--- config.mk ---
export PLATFORM = sky130hd
export DESIGN_NAME = fp_gt
export DESIGN_NICKNAME = d
export VERILOG_FILES = /design/src/rtl/fp_gt.sv
export SDC_FILE = /design/constraint.sdc
export NUM_CORES = 1
export LEC_CHECK = 0
export ABC_AREA = 1
export CORE_MARGIN = 3
export CORE_UTILIZATION = 32
export DETAILED_ROUTE_END_ITERATION = 8
export PLACE_DENSITY = 0.64
export SLEW_MARGIN = 20
export SYNTH_ARGS = -nofsm -noshare
export SYNTH_HDL_FRONTEND = slang
export SYNTH_SLANG_ARGS = --single-unit
--- constraint.sdc ---
create_clock -name clk -period 0.8 [get_ports clk]
set_input_delay 0.16 -clock clk [delete_from_list [all_inputs] [get_ports clk]]
set_output_delay 0.16 -clock clk [all_outputs]
set_load 0.02 [all_outputs]
--- src/rtl/fp_gt.sv ---
// Registered IEEE-754 binary32 comparator: gt/lt/eq/unordered flags with
// optional input register stage and optional denormals-are-zero handling.
module fp_gt #(
  parameter bit IN_REG = 1'b0,
  parameter bit DAZ    = 1'b0
) (
  input  logic        clk,
  input  logic        rst_n,
  input  logic        in_valid,
  input  logic [31:0] f1,
  input  logic [31:0] f2,
  output logic        out,
  output logic        lt,
  output logic        eq,
  output logic        unordered,
  output logic        out_valid
);

  logic [31:0] w_a;
  logic [31:0] w_b;
  logic        w_valid;

  generate
    if (IN_REG) begin : g_inReg
      logic [31:0] r_a;
      logic [31:0] r_b;
      logic        r_valid;

      always_ff @(posedge clk or negedge rst_n) begin
        if (!rst_n) begin
          r_a     <= '0;
          r_b     <= '0;
          r_valid <= 1'b0;
        end else begin
          r_a     <= f1;
          r_b     <= f2;
          r_valid <= in_valid;
        end
      end

      assign w_a     = r_a;
      assign w_b     = r_b;
      assign w_valid = r_valid;
    end else begin : g_noInReg
      assign w_a     = f1;
      assign w_b     = f2;
      assign w_valid = in_valid;
    end
  endgenerate

  logic w_nanA;
  logic w_nanB;
  logic w_zeroA;
  logic w_zeroB;
  logic w_magGt;
  logic w_magEq;

  // With DAZ a subnormal counts as a signed zero, so the zero class absorbs any mantissa.
  assign w_nanA  = (&w_a[30:23]) && (|w_a[22:0]);
  assign w_nanB  = (&w_b[30:23]) && (|w_b[22:0]);
  assign w_zeroA = (w_a[30:23] == 8'h00) && (DAZ || (w_a[22:0] == 23'h0));
  assign w_zeroB = (w_b[30:23] == 8'h00) && (DAZ || (w_b[22:0] == 23'h0));

  // A flushed subnormal is still smaller in raw bits than any normal, so masking keeps compares exact.
  logic [30:0] w_magA;
  logic [30:0] w_magB;
  assign w_magA  = w_zeroA ? 31'h0 : w_a[30:0];
  assign w_magB  = w_zeroB ? 31'h0 : w_b[30:0];
  assign w_magGt = w_magA > w_magB;
  assign w_magEq = w_magA == w_magB;

  logic w_gt;
  logic w_lt;
  logic w_eq;
  logic w_un;

  always_comb begin
    w_gt = 1'b0;
    w_lt = 1'b0;
    w_eq = 1'b0;
    w_un = 1'b0;
    if (w_nanA || w_nanB) begin
      w_un = 1'b1;
    end else if (w_zeroA && w_zeroB) begin
      w_eq = 1'b1;
    end else if (w_a[31] != w_b[31]) begin
      w_gt = ~w_a[31];
      w_lt = w_a[31];
    end else if (w_magEq) begin
      w_eq = 1'b1;
    end else if (w_magGt ^ w_a[31]) begin
      w_gt = 1'b1;
    end else begin
      w_lt = 1'b1;
    end
  end

  logic r_gt;
  logic r_lt;
  logic r_eq;
  logic r_un;
  logic r_valid;

  always_ff @(posedge clk or negedge rst_n) begin
    if (!rst_n) begin
      r_gt    <= 1'b0;
      r_lt    <= 1'b0;
      r_eq    <= 1'b0;
      r_un    <= 1'b0;
      r_valid <= 1'b0;
    end else begin
      r_gt    <= w_gt;
      r_lt    <= w_lt;
      r_eq    <= w_eq;
      r_un    <= w_un;
      r_valid <= w_valid;
    end
  end

  assign out       = r_gt;
  assign lt        = r_lt;
  assign eq        = r_eq;
  assign unordered = r_un;
  assign out_valid = r_valid;

endmodule

==> impl_metrics.env <==
export IMPL_dieHeight_um=73.6
export IMPL_tightestPinTransition_ps=577
export IMPL_tns_ps=-2190
export IMPL_vias_per_cell=4.83
export IMPL_crit_buf_inv=2
export IMPL_dieArea_um2=5410
export IMPL_finalNetCount=432
export IMPL_initial_utilization_pct=34.8
export IMPL_dr_total_vias=1849
export IMPL_fin_crit_ps=1330
export IMPL_netlist_instances=248
export IMPL_drt_initial_drc_count=72
export IMPL_io_pins=72
export IMPL_slew_viol_final=0
export IMPL_grt_pass1_vias=1949
export IMPL_numCtsBuffers=3
export IMPL_cts_root_buffer="clkbuf_8"
export IMPL_cts_hold_buf=0
export IMPL_crit_slowest_cell="ha_4"
export IMPL_diodes=0
export IMPL_grt_first_pass_wirelength_mm=8.24
export IMPL_path_clk_slew_ps=30
export IMPL_critPathLaunchType="input pin"
export IMPL_p_leak_nw=1.47
export IMPL_grt_start_max_net_pins=7
export IMPL_power_density_cell_area_nw_per_um2=758
export IMPL_std_cell_rows=23
export IMPL_antenna_left=0
export IMPL_cpMostUsedCell="nand2_2"
export IMPL_hold_worst_slack_ps=162
export IMPL_nFillCells=300
export IMPL_detail_route_wl_per_cell_um=14.1
export IMPL_crit_family="simple AND/OR/NAND/NOR gates"
export IMPL_die_w_um=73.6
export IMPL_status="finished with violations"
export IMPL_ys_ff_latch=5
export IMPL_finalWorstSetupSlack_ps=-527
export IMPL_syn_area_um2=1460
export IMPL_dp_hpwl_mm=3.46
export IMPL_yosysSeqAreaShare_pct=8.57
export IMPL_synthToLayoutAreaGrowth_pct=112
export IMPL_max_vdd_ir_drop_mv=0.308
export IMPL_fin_area_um2=3100
export IMPL_end_kind="register"
export IMPL_htreeDepth=1
export IMPL_postSynthAreaPerCell_um2=5.89
export IMPL_cts_tree="built"
export IMPL_postPlaceCellArea_um2=2320
export IMPL_coreArea_um2=4200
export IMPL_rsz0062_at_grt="yes"
export IMPL_failed_checks="setup timing"
export IMPL_gr_total_overflow=0
export IMPL_portBuffers=71
export IMPL_post_route_drc_count=0
export IMPL_gp_congestion=0.740
export IMPL_max_stage_delay_ps=270
export IMPL_ys_warn_count=0
export IMPL_hold_viol_final=0
export IMPL_fmax_mhz=753
export IMPL_drt_first_pass_iters=4
export IMPL_antenna_found_initial=0
export IMPL_synth_nets=346
export IMPL_crit_arrival_ps=1470
export IMPL_cap_violations=0
export IMPL_crit_chain="buf_6 -> inv_4 -> ha_4 -> nand2_4 -> nor2_2 -> and2_4 -> nand2_2 -> nor2_1 -> nor2_1 -> nand2_2 -> nand2_2 -> nand2_1 -> nand3_1 -> a21oi_2"
export IMPL_p_total_mw=2.35
export IMPL_setup_worst_path_class="in -> reg"
export IMPL_slew_headroom_pct=61.2
export IMPL_ys_types=22
export IMPL_wl_mm=5.40
export IMPL_drive_gt1_share_pct=69.7
export IMPL_startpoint="f2[26]"
export IMPL_cts_sinks=5
export IMPL_min_path_type="in -> async"
export IMPL_grt_usage_pct=18.9
export IMPL_finalCritPeriodShare_pct=166
export IMPL_path_max_fanout=3
export IMPL_worst_endpoint_required_ps=940
export IMPL_cts_max_path_buffers=2
export IMPL_setup_violations_final=9
-- metal layers --
metal | up-vias | share of wire [%] | global-route usage, %
met5 | - | 0 | 0
met4 | 0 | 0.39 | 1.81
met3 | 2 | 4.6 | 1.78
met2 | 47 | 54 | 37.0
met1 | 857 | 41 | 22.5
li1 | 943 | - | -
-- state kept, by name, indices dropped and copies added (netlist names) --
name and cells:
out_valid 1, lt 1, eq 1, unordered 1
out 1
-- through the flow --
step | std cells | util (%) | setup WS [ps]
6_report | 383 | 73.7 | -527
5_1_grt | 383 | 73.7 | -625
4_1_cts | 381 | 69.2 | -548
3_5_place_dp | 364 | 55.2 | -1240
3_3_place_gp | 364 | 55.2 | -1210
2_1_floorplan | 248 | - | -630
-- power breakdown --
group	switching, mW	internal [mW]
Combinational	0.755	0.869
Sequential	0.00715	0.271
Clock	0.106	0.340
-- cells in the final DEF (no fill, tap or decap), types with 2 or more instances in the layout --
cell	synthesis	final
ha_4	0	31
nand2_4	0	11
buf_4	0	35
nand3_4	0	5
clkdlybuf4s50_1	0	4
buf_6	0	37
nor3_1	5	2
nand3_1	16	4
nand4_1	6	6
buf_8	0	2
inv_1	46	15
dfrtp_1	5	5
nor2_2	0	5
inv_2	3	23
nor2_1	15	10
clkbuf_2	0	7
nand2_2	6	8
nand2_1	51	38
a21oi_2	0	5
nand3_2	0	7
nor4_1	11	6
nor4_2	0	4
clkbuf_8	0	3
nor3_4	0	4
a21oi_1	12	7
buf_2	0	26
inv_4	0	11
nor2_4	2	2
-- cells in the mapped netlist (all sizes together) --
master	number	area [µm²]
nor2	17	78.8
a21oi	12	60.1
nand4	7	50.1
inv	49	184
a21o	2	16.3
nor4	11	68.8
nor3	6	35.0
dfrtp	5	125
nand3	16	80.1
nand3b	1	7.51
nand2	57	229
clkbuf	31	116
or2	1	6.26
ha	31	388
and2	2	15.0
-- logic make-up after synthesis --
kind of cell	Yosys count	synth area share (%)
compound gates	14	5.23
simple gates	118	39.1
buf+inv	80	20.6
fa+ha+maj	31	26.6
flops	5	8.57
-- worst max-delay path by stage --
stage	to	depth (start not counted)
after floorplan	out	13
after global placement	eq	10
after detailed placement	eq	10
after CTS	lt	14
after global routing	lt	15
final	lt	14
-- cell type report --
class | count | area, µm² | area share (%)
multi-input combinational | 163 | 1730 | 55.8
timing repair buffer | 112 | 926 | 29.9
inverter | 49 | 211 | 6.83
sequential | 5 | 125 | 4.04
tap | 50 | 62.6 | 2.02
clock buffer | 4 | 45.0 | 1.45
-- what timing repair did --
action	CTS	global route
buffers inserted	13	2
pin swaps	94	51
resized for setup	382	60
endpoints found under the setup margin	9	9
(Power assumes the default switching activity.)
